==> src/rtl/imem_loader.sv <==
// Boot-time program loader: takes a header byte (word count - 1) followed by a
// little-endian byte stream, writes the words into instruction memory, then releases the core.
module imem_loader #(
  parameter int IMW = 5,
  parameter int IW  = 32
) (
  input  logic           clk,
  input  logic           start,
  input  logic           in_valid,
  input  logic [7:0]     in_byte,
  output logic           in_ready,
  output logic           im_we,
  output logic [IMW-1:0] im_addr,
  output logic [IW-1:0]  im_wdata,
  output logic           core_start,
  output logic           load_err
);

  localparam int BPW   = IW / 8;
  localparam int BCW   = (BPW > 1) ? $clog2(BPW) : 1;
  localparam int DEPTH = 1 << IMW;

  typedef enum logic [1:0] {
    HDR  = 2'd0,
    DATA = 2'd1,
    DONE = 2'd2,
    ERR  = 2'd3
  } state_t;

  state_t         state;
  state_t         next_state;
  logic [BCW-1:0] byte_cnt;
  logic [IMW-1:0] word_idx;
  logic [IMW-1:0] last;
  logic [IW-1:0]  word_buf;
  logic [IW-1:0]  assembled;
  logic           accept;
  logic           hdr_bad;
  logic           word_end;
  logic           load_end;
  logic           in_ready_d;
  logic           im_we_d;
  logic           core_start_d;
  logic           load_err_d;

  assign accept   = in_valid && in_ready;
  // 9-bit compare so IMW=8 (depth 256) never flags a header as too large
  assign hdr_bad  = ({1'b0, in_byte} >= 9'(DEPTH));
  assign word_end = (byte_cnt == BCW'(BPW - 1));
  assign load_end = word_end && (word_idx == last);

  // Current word with the incoming byte merged into its little-endian lane
  always_comb begin
    assembled = word_buf;
    for (int k = 0; k < BPW; k++) begin
      if (byte_cnt == BCW'(k)) begin
        assembled[8*k +: 8] = in_byte;
      end else begin
        assembled[8*k +: 8] = word_buf[8*k +: 8];
      end
    end
  end

  // State register
  always_ff @(posedge clk or negedge start) begin
    if (!start) begin
      state <= HDR;
    end else begin
      state <= next_state;
    end
  end

  // Next-state logic
  always_comb begin
    next_state = state;
    case (state)
      HDR: begin
        if (accept) begin
          next_state = hdr_bad ? ERR : DATA;
        end else begin
          next_state = HDR;
        end
      end
      DATA: begin
        if (accept && load_end) begin
          next_state = DONE;
        end else begin
          next_state = DATA;
        end
      end
      DONE:    next_state = DONE;
      ERR:     next_state = ERR;
      default: next_state = ERR;
    endcase
  end

  // Next values of the registered control outputs
  always_comb begin
    in_ready_d   = (next_state == HDR) || (next_state == DATA);
    im_we_d      = accept && (state == DATA) && word_end;
    core_start_d = (state == DONE);
    load_err_d   = (next_state == ERR);
  end

  // Registered control outputs
  always_ff @(posedge clk or negedge start) begin
    if (!start) begin
      in_ready   <= 1'b0;
      im_we      <= 1'b0;
      core_start <= 1'b0;
      load_err   <= 1'b0;
    end else begin
      in_ready   <= in_ready_d;
      im_we      <= im_we_d;
      core_start <= core_start_d;
      load_err   <= load_err_d;
    end
  end

  // Header latch, byte assembly, word counter and write address/data
  always_ff @(posedge clk or negedge start) begin
    if (!start) begin
      last     <= {IMW{1'b0}};
      byte_cnt <= {BCW{1'b0}};
      word_idx <= {IMW{1'b0}};
      word_buf <= {IW{1'b0}};
      im_addr  <= {IMW{1'b0}};
      im_wdata <= {IW{1'b0}};
    end else begin
      if (accept && (state == HDR) && !hdr_bad) begin
        last <= in_byte[IMW-1:0];
      end
      if (accept && (state == DATA)) begin
        word_buf <= assembled;
        if (word_end) begin
          byte_cnt <= {BCW{1'b0}};
          word_idx <= word_idx + IMW'(1'b1);
          im_addr  <= word_idx;
          im_wdata <= assembled;
        end else begin
          byte_cnt <= byte_cnt + BCW'(1'b1);
        end
      end
    end
  end

endmodule

==> config.mk <==
export PLATFORM = sky130hd
export DESIGN_NAME = imem_loader
export DESIGN_NICKNAME = d
export VERILOG_FILES = /design/src/rtl/imem_loader.sv
export SDC_FILE = /design/constraint.sdc
export NUM_CORES = 1
export LEC_CHECK = 0
export ABC_AREA = 1
export BUFFER_PORTS_ARGS = -buffer_cell sky130_fd_sc_hd__buf_2
export CAP_MARGIN = 20
export CORE_ASPECT_RATIO = 2
export CORE_MARGIN = 5
export CORE_UTILIZATION = 50
export CTS_CLUSTER_DIAMETER = 120
export DETAILED_ROUTE_END_ITERATION = 10
export GPL_ROUTABILITY_DRIVEN = 0
export MAX_ROUTING_LAYER = met4
export PLACE_DENSITY = 0.71
export SYNTH_ARGS = -nofsm -noshare
export SYNTH_HDL_FRONTEND = slang
export SYNTH_SLANG_ARGS = --single-unit
==> constraint.sdc <==
create_clock -name clk -period 2.15 [get_ports clk]
set_input_delay 0.3225 -clock clk [delete_from_list [all_inputs] [get_ports clk]]
set_output_delay 0.3225 -clock clk [all_outputs]
set_load 0.05 [all_outputs]
==> results.yml <==
run_status:
  outcome: "finished clean"
die:
  start_util_pct: 51.6
  die_x_um: 68.7
  die_height_um: 127
  die-area_um2: 8740
  fp-row-count: 42
  core_um2: 6670
  io-pin-count: 52
drt:
  drt_iter0_markers: 185
  drcViolationCount: 0
  wirelength_mm: 8.05
  viasPerCell: 4.98
  wl_per_cell_um: 14.2
  drtAntennaViolNets: 0
  vias: 2816
  dr.pass1.iters: 5
min_path:
  hp-class: "in2reg"
  hp-start: "in_byte[2]"
logic_synthesis:
  synth_top_area_share_pct: 57.5
  syn_avg_cell_area_um2: 8.19
  muxShareOfSynthArea_pct: 0
  synth_cell_types: 18
  synth_top_family_by_area: "simple AND/OR/NAND/NOR gates"
  ys_warn_count: 0
  ys_top_cells_by_count: "nand2_1, dfrtp_1, o21ai_0"
  synth.area.top_cells: "dfrtp_1, nand2_1, o21ai_0, inv_1, nor2_1"
  synth_xor_area_share_pct: 1.02
  synth_adder_area_share_pct: 1.82
  seq_area_frac_synth_pct: 57.5
  synth_most_common_cell: "nand2_1"
  synthFlopType: "dfrtp_1"
  syn-cell-area_um2: 3440
  synth_compound_area_share_pct: 9.02
  netlist_instances: 420
  synth_nets: 436
  synthArstFlopShare_pct: 100
  yosys.area_share.simple_pct: 23.3
  synth_edf_count: 0
  yosys.area.top_type: "dfrtp_1"
  synth-seq-cells: 79
power:
  power_density_nw_per_um2: 1670
  p_leak_uw: 0.00219
  ir_worst_vdd_uv: 821
final_layout:
  antenna_cells: 0
  syn2layout_area_growth_pct: 18.2
  final_nets: 488
  fin_util_pct: 60.9
  drive_above_1_share_pct: 15.5
  final_area_um2: 4070
place:
  dpl_cell_area_um2: 3780
  dpl.hpwl_mm: 5.64
  port-buffer-count: 51
worst_setup_path:
  worstReg2RegStart: "byte_cnt[0]"
  path_common_cell: "o21ai_0"
  startpoint: "byte_cnt[0]"
  crit_buf_inv: 1
  worst-path-max-fanout: 16
  crit_path_max_incr_delay_ns: 0.51
  worst-r2r-setup-slack_ns: 0.51
  start_kind: "flip-flop"
  critical_path_class: "reg2reg"
  cp.required_ns: 2.35
  worstSetupEndpointType: "flip-flop"
  worstPathCellList: "inv_1, ha_1, o21ai_0, nand2_1, o21ai_0"
  cp_slowest_cell: "ha_1"
  arrival_ns: 1.84
  cp_top_family: "adder cells"
run:
  maxCapViolCount: 0
sta:
  fin_crit_ns: 1.64
  fin_tns_setup_ns: 0
  slew_headroom_pct: 63.1
  finalHoldViolations: 0
  whs_ns: 0.291
  final-max-slew-violation-count: 0
  fmax_mhz: 611
  worst-slew-pin-transition_ns: 0.553
  setup_viol: 0
  fin_skew_ns: 0.00342
  fin_crit_sh_pct: 76.2
  rsz0062_at_grt: "no"
grt:
  grt-ovfl-total: 0
  grt_use_total_pct: 21.8
  grt_pass1_vias: 2901
  grt_start_max_net_pins: 53
  antenna_found_initial: 0
  grt_pass1_wl_mm: 13.8
clock_network:
  clk_latency_ns: 0.34
  htreeDepth: 3
  cts_buffer_depth: 2
  clkSinkCount: 79
  cts_setup_buffers: 0
  clk_pin_slew_worst_paths_ns: 0.06
  numCtsBuffers: 9
  cts_tree: "built"
  cts-root-buf: "clkbuf_16"
==> per-stage QoR <==
| stage | cells | total power [uW] | setup WS (ns) |
|---|---|---|---|
| 2_1_floorplan | 420 | 4650 | 0.623 |
| 3_3_place_gp | 548 | 5320 | 0.631 |
| 3_5_place_dp | 548 | 5400 | 0.549 |
| 4_1_cts | 565 | 6830 | 0.507 |
| 5_1_grt | 565 | 7230 | 0.396 |
| 6_report | 565 | 6770 | 0.513 |
==> kinds of logic after synthesis <==
logic type,Yosys count
and+or+nand+nor,207
buffers and inverters,63
adders and majority gates,5
DFF,79
xor gates and xnor gates,4
AOI/OAI and AO/OA,62
==> placed cells by master, fill, tap and decap left out <==
master and n:
nand3_1 5, nand2_1 176, buf_4 6, buf_12 1, inv_1 44, dfrtp_1 79
buf_2 50, o21ai_0 57, nor2_4 1, a21oi_1 5, nor2_1 20, ha_1 5
nor3_1 1, clkbuf_8 2, inv_2 2, xor2_1 4, clkbuf_1 5, dlygate4sd3_1 1
nor2_2 2, clkbuf_16 9, nand4_1 1, nand2_2 1
==> worst min-delay path, stage by stage <==
cell     delay [ns]
buf_2          0.14
nand2_1        0.07
nand2_1        0.05
==> registers in the layout, indices dropped and copies added, names as in the netlist <==
register,count
state,2
im_wdata,32
core_start,1
last,5
word_idx,5
in_ready,1
byte_cnt,2
word_buf,24
im_addr,5
load_err,1
im_we,1
==> area by class of cell <==
| type | count | area, um2 |
|---|---|---|
| multi-input combinational | 278 | 1210 |
| timing repair buffer | 58 | 325 |
| clock buffer | 16 | 272 |
| fill | 617 | 2610 |
| sequential | 79 | 1980 |
| tap | 88 | 110 |
| inverter | 46 | 173 |
==> per-layer routing <==
layer  vias to the layer above  wire length [um]  part of all wire [%]  GRT usage (%)
met5                         -                 0                     0              -
met4                         0               179                   2.2           9.14
met3                        15               353                   4.4           5.45
met2                        68              4420                    55           35.0
met1                      1343              3100                    38           25.2
li1                       1390                 -                     -              -
==> repair_timing <==
action	in CTS	in global routing
hold buffers	1	0
resized for setup	0	0
endpoints found under the hold margin	9	0
==> path summary, 6_finish.rpt <==
check,end,cells past startpoint
min in group asynchronous,im_wdata[27],2
min,im_wdata[26],3
max,word_buf[0],5
min reg2reg,im_wdata[17],2
max reg2reg,word_buf[0],5
max in group asynchronous,im_wdata[4],3
==> report_power, final <==
part           internal (uW)  switching, uW
Clock                    847            556
Sequential              2110            318
Combinational            685           2250
No activity file was read; power rests on OpenSTA's default activity.
